File: src/rtl/motion_sequencer.sv
// Two-axis stepper sequencer: APB3 command FIFO feeding a Bresenham pulse generator.
// Each command is {dx, dy} plus the PERIOD captured when it was pushed.
module motion_sequencer #(
    parameter int FIFO_DEPTH = 4,
    parameter int PULSE_W    = 100
) (
    input  logic        PCLK,
    input  logic        PRESERN,
    input  logic        PSEL,
    input  logic        PENABLE,
    input  logic        PWRITE,
    input  logic [31:0] PADDR,
    input  logic [31:0] PWDATA,
    output logic [31:0] PRDATA,
    output logic        PREADY,
    output logic        PSLVERR,
    output logic        step1,
    output logic        dir1,
    output logic        step2,
    output logic        dir2,
    output logic        busy,
    output logic        irq
);
    localparam int PTR_W = (FIFO_DEPTH > 1) ? $clog2(FIFO_DEPTH) : 1;
    localparam int CNT_W = PTR_W + 1;
    localparam logic [23:0] MIN_PERIOD = 24'(2 * PULSE_W);
    localparam logic [23:0] PW_LAST    = 24'(PULSE_W - 1);

    typedef enum logic [2:0] {S_IDLE, S_LOAD, S_SETUP, S_PULSE, S_GAP} state_t;

    logic [55:0]      fifo_mem [FIFO_DEPTH];
    logic [PTR_W-1:0] wr_ptr_q, rd_ptr_q;
    logic [CNT_W-1:0] count_q;
    logic [23:0]      period_q;
    logic             overflow_q, done_q, irq_en_q;

    state_t              state_q;
    logic [23:0]         timer_q, eff_q;
    logic [16:0]         remaining_q, major_q, minor_q;
    logic                x_major_q;
    logic signed [17:0]  err_q;
    logic                step1_q, step2_q, dir1_q, dir2_q;

    // APB decode
    logic       acc, cmd_wr, per_wr, ctrl_wr, abort;
    logic [1:0] reg_sel;
    logic       fifo_full, fifo_empty, push, pop;
    logic       unused_ok;

    assign reg_sel   = PADDR[3:2];
    assign acc       = PSEL & PENABLE;
    assign cmd_wr    = acc & PWRITE & (reg_sel == 2'd0);
    assign per_wr    = acc & PWRITE & (reg_sel == 2'd1);
    assign ctrl_wr   = acc & PWRITE & (reg_sel == 2'd3);
    assign abort     = ctrl_wr & PWDATA[0];
    assign unused_ok = ^{PADDR[31:4], PADDR[1:0]};

    assign fifo_full  = (count_q == CNT_W'(FIFO_DEPTH));
    assign fifo_empty = (count_q == '0);
    assign push       = cmd_wr & ~fifo_full & ~abort;
    assign pop        = (state_q == S_LOAD) & ~abort;

    assign PREADY  = 1'b1;
    assign PSLVERR = cmd_wr & fifo_full;

    // Head entry decode, used only in LOAD
    logic [55:0] ent;
    logic [15:0] ent_dx, ent_dy;
    logic [23:0] ent_per, eff_c;
    logic [16:0] ax_c, ay_c, major_c, minor_c;
    logic        x_major_c;

    assign ent       = fifo_mem[rd_ptr_q];
    assign ent_dy    = ent[55:40];
    assign ent_dx    = ent[39:24];
    assign ent_per   = ent[23:0];
    assign ax_c      = ent_dx[15] ? (17'd0 - {1'b1, ent_dx}) : {1'b0, ent_dx};
    assign ay_c      = ent_dy[15] ? (17'd0 - {1'b1, ent_dy}) : {1'b0, ent_dy};
    assign x_major_c = (ax_c >= ay_c);
    assign major_c   = x_major_c ? ax_c : ay_c;
    assign minor_c   = x_major_c ? ay_c : ax_c;
    assign eff_c     = (ent_per < MIN_PERIOD) ? MIN_PERIOD : ent_per;

    // Bresenham step decision for the pulse about to start
    logic signed [17:0] err_sub, err_d;
    logic               minor_hit, step1_start, step2_start;
    logic               pulse_end, gap_end, done_set;

    assign err_sub     = err_q - $signed({1'b0, minor_q});
    assign minor_hit   = err_sub[17];
    assign err_d       = minor_hit ? (err_sub + $signed({1'b0, major_q})) : err_sub;
    assign step1_start = x_major_q | minor_hit;
    assign step2_start = ~x_major_q | minor_hit;
    assign pulse_end   = (timer_q == PW_LAST);
    assign gap_end     = (timer_q == eff_q - 24'd1);
    assign done_set    = (state_q == S_GAP) & gap_end & (remaining_q == 17'd1)
                       & fifo_empty & ~abort;

    always_ff @(posedge PCLK) begin
        if (push) fifo_mem[wr_ptr_q] <= {PWDATA, period_q};
    end

    always_ff @(posedge PCLK) begin
        if (!PRESERN || abort) begin
            wr_ptr_q <= '0;
            rd_ptr_q <= '0;
            count_q  <= '0;
        end else begin
            if (push) wr_ptr_q <= wr_ptr_q + PTR_W'(1);
            if (pop)  rd_ptr_q <= rd_ptr_q + PTR_W'(1);
            count_q <= count_q + CNT_W'(push) - CNT_W'(pop);
        end
    end

    always_ff @(posedge PCLK) begin
        if (!PRESERN) begin
            period_q   <= 24'd1000;
            overflow_q <= 1'b0;
            done_q     <= 1'b0;
            irq_en_q   <= 1'b0;
        end else begin
            if (per_wr) period_q <= PWDATA[23:0];
            if (ctrl_wr) begin
                irq_en_q <= PWDATA[2];
                if (PWDATA[1]) overflow_q <= 1'b0;
                if (PWDATA[3]) done_q <= 1'b0;
            end
            if (cmd_wr && fifo_full) overflow_q <= 1'b1;
            if (done_set) done_q <= 1'b1;
        end
    end

    // Timer counts from pulse start, so the GAP end marks one full period
    always_ff @(posedge PCLK) begin
        if (!PRESERN) begin
            state_q     <= S_IDLE;
            timer_q     <= '0;
            eff_q       <= '0;
            remaining_q <= '0;
            major_q     <= '0;
            minor_q     <= '0;
            x_major_q   <= 1'b0;
            err_q       <= '0;
            step1_q     <= 1'b0;
            step2_q     <= 1'b0;
            dir1_q      <= 1'b0;
            dir2_q      <= 1'b0;
        end else if (abort) begin
            state_q     <= S_IDLE;
            remaining_q <= '0;
            step1_q     <= 1'b0;
            step2_q     <= 1'b0;
        end else begin
            unique case (state_q)
                S_IDLE: begin
                    if (!fifo_empty) state_q <= S_LOAD;
                end
                S_LOAD: begin
                    dir1_q      <= ent_dx[15];
                    dir2_q      <= ent_dy[15];
                    major_q     <= major_c;
                    minor_q     <= minor_c;
                    x_major_q   <= x_major_c;
                    err_q       <= $signed({1'b0, major_c >> 1});
                    eff_q       <= eff_c;
                    remaining_q <= major_c;
                    timer_q     <= '0;
                    if (major_c == '0)
                        state_q <= (count_q > CNT_W'(1)) ? S_LOAD : S_IDLE;
                    else
                        state_q <= S_SETUP;
                end
                S_SETUP: begin
                    timer_q <= timer_q + 24'd1;
                    if (pulse_end) begin
                        state_q <= S_PULSE;
                        timer_q <= '0;
                        err_q   <= err_d;
                        step1_q <= step1_start;
                        step2_q <= step2_start;
                    end
                end
                S_PULSE: begin
                    timer_q <= timer_q + 24'd1;
                    if (pulse_end) begin
                        state_q <= S_GAP;
                        step1_q <= 1'b0;
                        step2_q <= 1'b0;
                    end
                end
                S_GAP: begin
                    timer_q <= timer_q + 24'd1;
                    if (gap_end) begin
                        remaining_q <= remaining_q - 17'd1;
                        if (remaining_q > 17'd1) begin
                            state_q <= S_PULSE;
                            timer_q <= '0;
                            err_q   <= err_d;
                            step1_q <= step1_start;
                            step2_q <= step2_start;
                        end else begin
                            state_q <= fifo_empty ? S_IDLE : S_LOAD;
                        end
                    end
                end
                default: state_q <= S_IDLE;
            endcase
        end
    end

    assign step1 = step1_q;
    assign step2 = step2_q;
    assign dir1  = dir1_q;
    assign dir2  = dir2_q;
    assign busy  = (state_q != S_IDLE) | ~fifo_empty;
    assign irq   = irq_en_q & done_q;

    logic [4:0] cnt5;
    assign cnt5 = 5'(count_q);

    always_comb begin
        PRDATA = '0;
        if (PSEL) begin
            unique case (reg_sel)
                2'd0: PRDATA = {15'd0, remaining_q};
                2'd1: PRDATA = {8'd0, period_q};
                2'd2: PRDATA = {22'd0, done_q, overflow_q, cnt5, fifo_empty, fifo_full, busy};
                default: PRDATA = {29'd0, irq_en_q, 2'd0};
            endcase
        end
    end
endmodule

File: config.mk
export PLATFORM = sky130hd
export DESIGN_NAME = motion_sequencer
export DESIGN_NICKNAME = d
export VERILOG_FILES = /design/src/rtl/motion_sequencer.sv
export SDC_FILE = /design/constraint.sdc
export NUM_CORES = 1
export LEC_CHECK = 0
export ABC_AREA = 0
export BUFFER_PORTS_ARGS = -buffer_cell sky130_fd_sc_hd__buf_2
export CAP_MARGIN = 20
export CORE_ASPECT_RATIO = 1.5
export CORE_MARGIN = 4
export CORE_UTILIZATION = 26
export CTS_BUF_LIST = sky130_fd_sc_hd__clkbuf_4
export DETAILED_ROUTE_END_ITERATION = 10
export PLACE_DENSITY = 0.45
export REMOVE_ABC_BUFFERS = 1
export SLEW_MARGIN = 40
export SYNTH_ARGS = -nofsm -noshare
export SYNTH_HDL_FRONTEND = slang
export SYNTH_SLANG_ARGS = --single-unit
export TNS_END_PERCENT = 1
File: constraint.sdc
create_clock -name PCLK -period 6.01 [get_ports PCLK]
set_input_delay 0.601 -clock PCLK [delete_from_list [all_inputs] [get_ports PCLK]]
set_output_delay 0.601 -clock PCLK [all_outputs]
set_load 0.02 [all_outputs]
* Yosys cells after proc, flatten, opt, wreduce, memory -nomap -nowiden
Memories as Yosys holds them, arrays and structs flattened. A register that Yosys moved wholly into a read port is not among the register bits.
Cells that the tools add are included.
W data, S select, Z words.
** Cells by class
- Bitwise logic cells :: 23
- Eq/ne operators :: 16
- Add/subtract/negate cells :: 11
- Reductions and logical operators :: 25
- Magnitude comparators :: 4
- Muxes and demuxes :: 46
** Operator list (count)
- $mux W24 :: 5
- $pmux W24 S4 :: 1
- $mux W17 :: 5
- $mux W18 :: 4
- $pmux W24 S3 :: 1
- $pmux W18 S3 :: 1
- $pmux W17 S2 :: 1
- $sub A1 B17 Y17 const A :: 2
- $add A24 B1 Y24 const B :: 1
- $eq A24 B24 Y1 :: 1
- $eq A24 B7 Y1 const B :: 1
- $lt A24 B8 Y1 const B :: 1
- $sub A24 B1 Y24 const B :: 1
- $add A18 B18 Y18 :: 1
- $sub A18 B18 Y18 :: 1
- $eq A17 B1 Y1 const B :: 1
- $ge A17 B17 Y1 :: 1
- $gt A17 B1 Y1 const B :: 1
- $logic_not A17 Y1 :: 1
- $mux W1 :: 17
- $sub A17 B1 Y17 const B :: 1
- $and A1 B1 Y1 :: 15
- $pmux W3 S5 :: 1
- $mux W3 :: 4
- 27 further kinds :: 56
** Word-level totals
- Memories :: 1
- Bits in writable memories :: 224
- Output and inout port bits :: 40
- Input port bits :: 69
- Register bits :: 159
- Logic and storage cells :: 145
** Memory list
- fifo_mem :: words 4, bits a word 56, read ports 1, clocked after Yosys merged registers in 1, write ports 1, RTL line 31 : logic [55:0] fifo_mem [FIFO_DEPTH];

* Logic depth before layout (Yosys ltp)
- Word-level depth :: 8
- Depth in mapped cells :: 22
- Depth with buffers taken out :: 20

* Worst setup path before layout
OpenSTA, ideal clock, no wires.
- Kind :: register -> register
- From :: register (tool-made name)
- To :: register major_q[11]
- Period minus slack after synthesis :: 4.779 ns
- Cell stages (with the launch flop) :: 16
- Buffers on the path :: 3
- Setup time :: 0.116 ns
- Slack :: 1.231 ns
- Arrival time :: 4.663 ns
- Required time :: 5.894 ns
- Cell sequence :: dfxtp_1 > buf_6 > mux4_2 > or4_1 > buf_2 > or4_4 > or4b_4 > ha_1 > nor2b_1 > o21ai_0 > or2b_2 > a311oi_4 > buf_2 > mux2i_1 > nor2_1 > a31o_2
** RTL lines
- end signal: assignment :: RTL line 161 : major_q <= major_c;
- end: declaration :: RTL line 39 : logic [16:0] remaining_q, major_q, minor_q;

==> PnR_summary.wiki <==
{| class="wikitable"
! Metric !! Value
|-
| Yosys cell types || 92
|-
| Port buffer count || 69
|-
| Number of synthesized register bits || about 390
|-
| Quantity of hold-fixing buffers added after cts || 15
|-
| Gate count after technology mapping || about 1700
|-
| Clock buffers created by TritonCTS || 90
|-
| Global placement routability congestion || between 0.8 and 0.9
|-
| Slew at the pin with the worst max-slew slack || 0.853 ns
|-
| Number of hold violations in the final report || 0
|-
| Initial Utilization || between 20% and 30%
|-
| Via-to-Cell Ratio || between 4 and 5
|-
| Max-Cap Viols || 0
|-
| Kind of critical path || reg2reg
|-
| DRC marker count from the first detailed-route iteration || 796
|-
| Number of remaining DRC errors || 0
|-
| Worst endpoint required time || about 6.7 ns
|-
| Global route total overflow || 0
|-
| Sum of internal, switching and leakage power || roughly 0.011 W
|-
| Floorplan Core Area || between 0.07 and 0.08 sq mm
|-
| Post-Layout Cell Count || a little under 3000
|-
| DRT antenna net count || 0
|-
| Clock latency on the worst-skew pair || 0.80 ns
|-
| Leak pwr || approximately 7.8 nW
|-
| RSZ-0062 raised after global routing || no
|-
| Type of destination of the critical path || register
|-
| EDFF count, synth || between 200 and 250
|-
| Fraction of registers with async set or reset after synthesis || 0%
|-
| Wirelength per Cell || between 15 and 20 microns
|-
| Portion of the post-synthesis area used by sequential elements || around 52%
|-
| Maximum fanout along the worst path || 23
|-
| Data arrival time of the critical path || between 6 and 7 ns
|-
| Via count of the first global-routing pass || ~14000
|-
| Maximum number of pins on one net before global-route repair || 57
|-
| Tcrit/Tclk final || 90.5%
|-
| FILL cells || around 7500
|-
| Post-synthesis cell area || between 0.015 and 0.02 sq mm
|-
| Vias || around 14000
|-
| Count of synthesis-stage warnings from yosys || 0
|-
| Die area || between 0.07 and 0.08 sq mm
|-
| Number of pins with negative max-slew slack in the final report || 0
|-
| Number of placement rows || roughly 120
|-
| Number of buffers inserted to repair setup after CTS || 0
|-
| Initial antenna violation count || 3
|-
| Y dimension of the die || 342 microns
|-
| Top_reg_cell synth || edfxtp_1
|-
| Boundary pin count || roughly 110
|-
| Peak Freq || about 180 MHz
|-
| Post-layout minimum cycle time || approximately 5.4 ns
|-
| Number of gates resized after CTS || 0
|-
| Average cell area after synthesis || 11.1 sq um
|-
| Number of clock sinks || just under 400
|-
| Global-route wire length before repair || 82600 microns
|-
| Largest buffer count on any clock path || 3
|-
| TritonCTS clock tree || built
|-
| Slew headroom || between 40% and 50%
|-
| Drt pass-1 iters || 5
|-
| Result of the run || finished, final reports clean
|-
| Overall global routing resource usage || a little over an eighth
|-
| Root Driver || clkbuf_4
|-
| Chip Width || roughly 230 microns
|-
| Total wire length || roughly 54000 microns
|-
| Setup-failing EPs final || 0
|-
| Total instance count after detailed placement || 2751
|-
| Layout Area Growth over Synthesis || 14.4%
|-
| Number of H-tree branching levels || 3
|-
| Skew final || roughly 0.044 ns
|-
| Sum of net half-perimeters after detailed placement || just under 40000 microns
|-
| Classification of the worst-slack hold path || in2reg
|-
| Startpoint type of the worst setup path || register
|-
| Fraction of final layout cells with drive strength greater than 1 || between 10% and 20%
|-
| Net total in the final layout || approximately 2000
|-
| Maximum VDD drop || about 0.33 mV
|-
| Clock edge transition at the registers on the reported setup and hold paths || roughly 0.070 ns
|-
| Cell area power density || around 520 mW/mm^2
|}
cells in the final DEF (no fill, tap or decap), types with 11 or more instances in the layout:
cell type	n
mux2i_1	28
o31ai_1	11
buf_2	69
nor4_1	23
xnor2_1	60
nor2b_1	12
nor2_1	154
a21o_1	12
buf_4	33
o21a_1	11
inv_1	61
nand2b_1	12
dlygate4sd3_1	15
a211oi_1	15
mux4_2	38
clkinv_1	20
a21oi_1	114
and3_1	17
mux4_1	19
or4_1	11
nand3_1	52
dfxtp_1	159
and2_1	15
a31o_2	11
conb_1	11
clkbuf_4	133
nand2_1	177
o21ai_0	84
edfxtp_1	224
ha_1	63
xor2_1	46
nand4_1	19
nor3_1	40
layer usage:
metal  vias up  share of wire [%]  wire length (microns)  global-route usage [%]
met3       114                3.6                   1960                    2.05
met1      6696                 41                  22000                    15.4
met4         0                4.1                   2190                    6.27
met5         -                  0                      0                       0
met2       304                 52                  27800                    24.7
li1       6731                  -                      -                       -
path summary, 6_finish.rpt:
check / startpoint / to / slack, ns / cells past startpoint
worst min-delay path: PWDATA[8] / fifo_mem[2][32]$_DFFE_PP_ / 0.11 / 1
worst min register to register: minor_q[12]$_SDFFE_PN0P_ / minor_q[12]$_SDFFE_PN0P_ / 0.46 / 2
worst max-delay path: register / err_q[14]$_SDFFE_PN0P_ / 0.57 / 17
worst max register to register: register / err_q[14]$_SDFFE_PN0P_ / 0.57 / 17
kinds of logic after synthesis:
group / Yosys count / synth area share (%)
fa+ha+maj: 66 / 4.39
xor+xnor: 107 / 4.89
other cells: 2 / 0.0389
mux: 89 / 8.72
compound gates: 343 / 11.5
flops: 385 / 51.5
simple gates: 590 / 15.1
buf+inv: 161 / 3.87
sequential cells by signal, summed over array words and instances, names as in the netlist, named ones only:
name and cells:
count_q 3, dir1 1, dir2 1, done_q 1, eff_q 24, err_q 18
fifo_mem 224, irq_en_q 1, major_q 17, minor_q 17, overflow_q 1, period_q 24
rd_ptr_q 2, remaining_q 17, state_q 3, step1 1, step2 1, timer_q 24
wr_ptr_q 2, x_major_q 1
synthesized netlist by cell type, types with 7 or more instances:
cell type / n / area share [%]
nand2_1: 180 / 3.5
a221o_1: 8 / 0.41
o211ai_1: 9 / 0.35
mux2i_1: 28 / 1.5
a21oi_1: 115 / 3.0
xor2_1: 46 / 2.1
a31o_2: 11 / 0.50
nand4_1: 19 / 0.62
buf_2: 11 / 0.29
clkbuf_1: 62 / 1.2
a21o_1: 12 / 0.47
o21a_1: 11 / 0.43
buf_4: 10 / 0.39
edfxtp_1: 224 / 35
and3_1: 17 / 0.55
a22oi_1: 7 / 0.27
nand3_1: 52 / 1.3
and2_1: 20 / 0.65
nor2b_1: 13 / 0.42
xnor2_1: 60 / 2.7
nor2_1: 154 / 3.0
a211oi_1: 15 / 0.58
nor4_1: 23 / 0.75
mux4_1: 19 / 2.6
mux4_2: 38 / 4.4
a31oi_1: 8 / 0.26
inv_1: 63 / 1.2
nand2b_1: 12 / 0.39
or4_1: 11 / 0.43
ha_1: 63 / 4.1
o21ai_0: 84 / 2.2
nor3_1: 40 / 1.0
dfxtp_1: 161 / 17
o31ai_1: 11 / 0.43
critical path, stage by stage (launching register included):
cell and delay [ns]:
dfxtp_4 0.51, mux4_1 0.75, inv_1 0.16, ha_1 0.18, or3b_2 0.53, nand2_1 0.11
xor2_1 0.46, ha_1 0.35, nand4_1 0.10, a21oi_1 0.04, a211o_1 0.27, a31oi_1 0.22
o21bai_1 0.14, a311oi_4 0.39, buf_4 0.32, mux2_4 0.37, and2_4 0.17, o41ai_2 0.27
power breakdown:
group          total [W]  internal, W  switching [W]
Combinational    0.00602      0.00245        0.00358
Clock            0.00216      0.00111        0.00106
Sequential       0.00328      0.00301       0.000265
Total             0.0115      0.00657        0.00490
metrics by stage:
step	utilization (%)	setup WS [ns]	hold WS (ns)	cell area [sq um]	setup TNS (ns)
finish	30.0	0.572	0.110	22100	0
detailed placement	28.1	0.539	0.452	20700	0
CTS	29.9	0.528	0.00180	22100	0
global placement	28.1	0.514	0.444	20700	0
floorplan	-	-1.62	0.429	18800	-84.62
global route	30.0	0.252	0.0143	22100	0
area by class of cell:
class	instances	area (sq um)	area share (%)
sequential	385	9950	45.1
tap	992	1240	5.62
clock inverter	30	186	0.844
antenna	4	10.0	0.0453
multi-input combinational	1206	8670	39.3
clock buffer	133	998	4.52
inverter	63	236	1.07
timing repair buffer	120	786	3.56
Note: power is estimated with default switching activity, not from simulation.
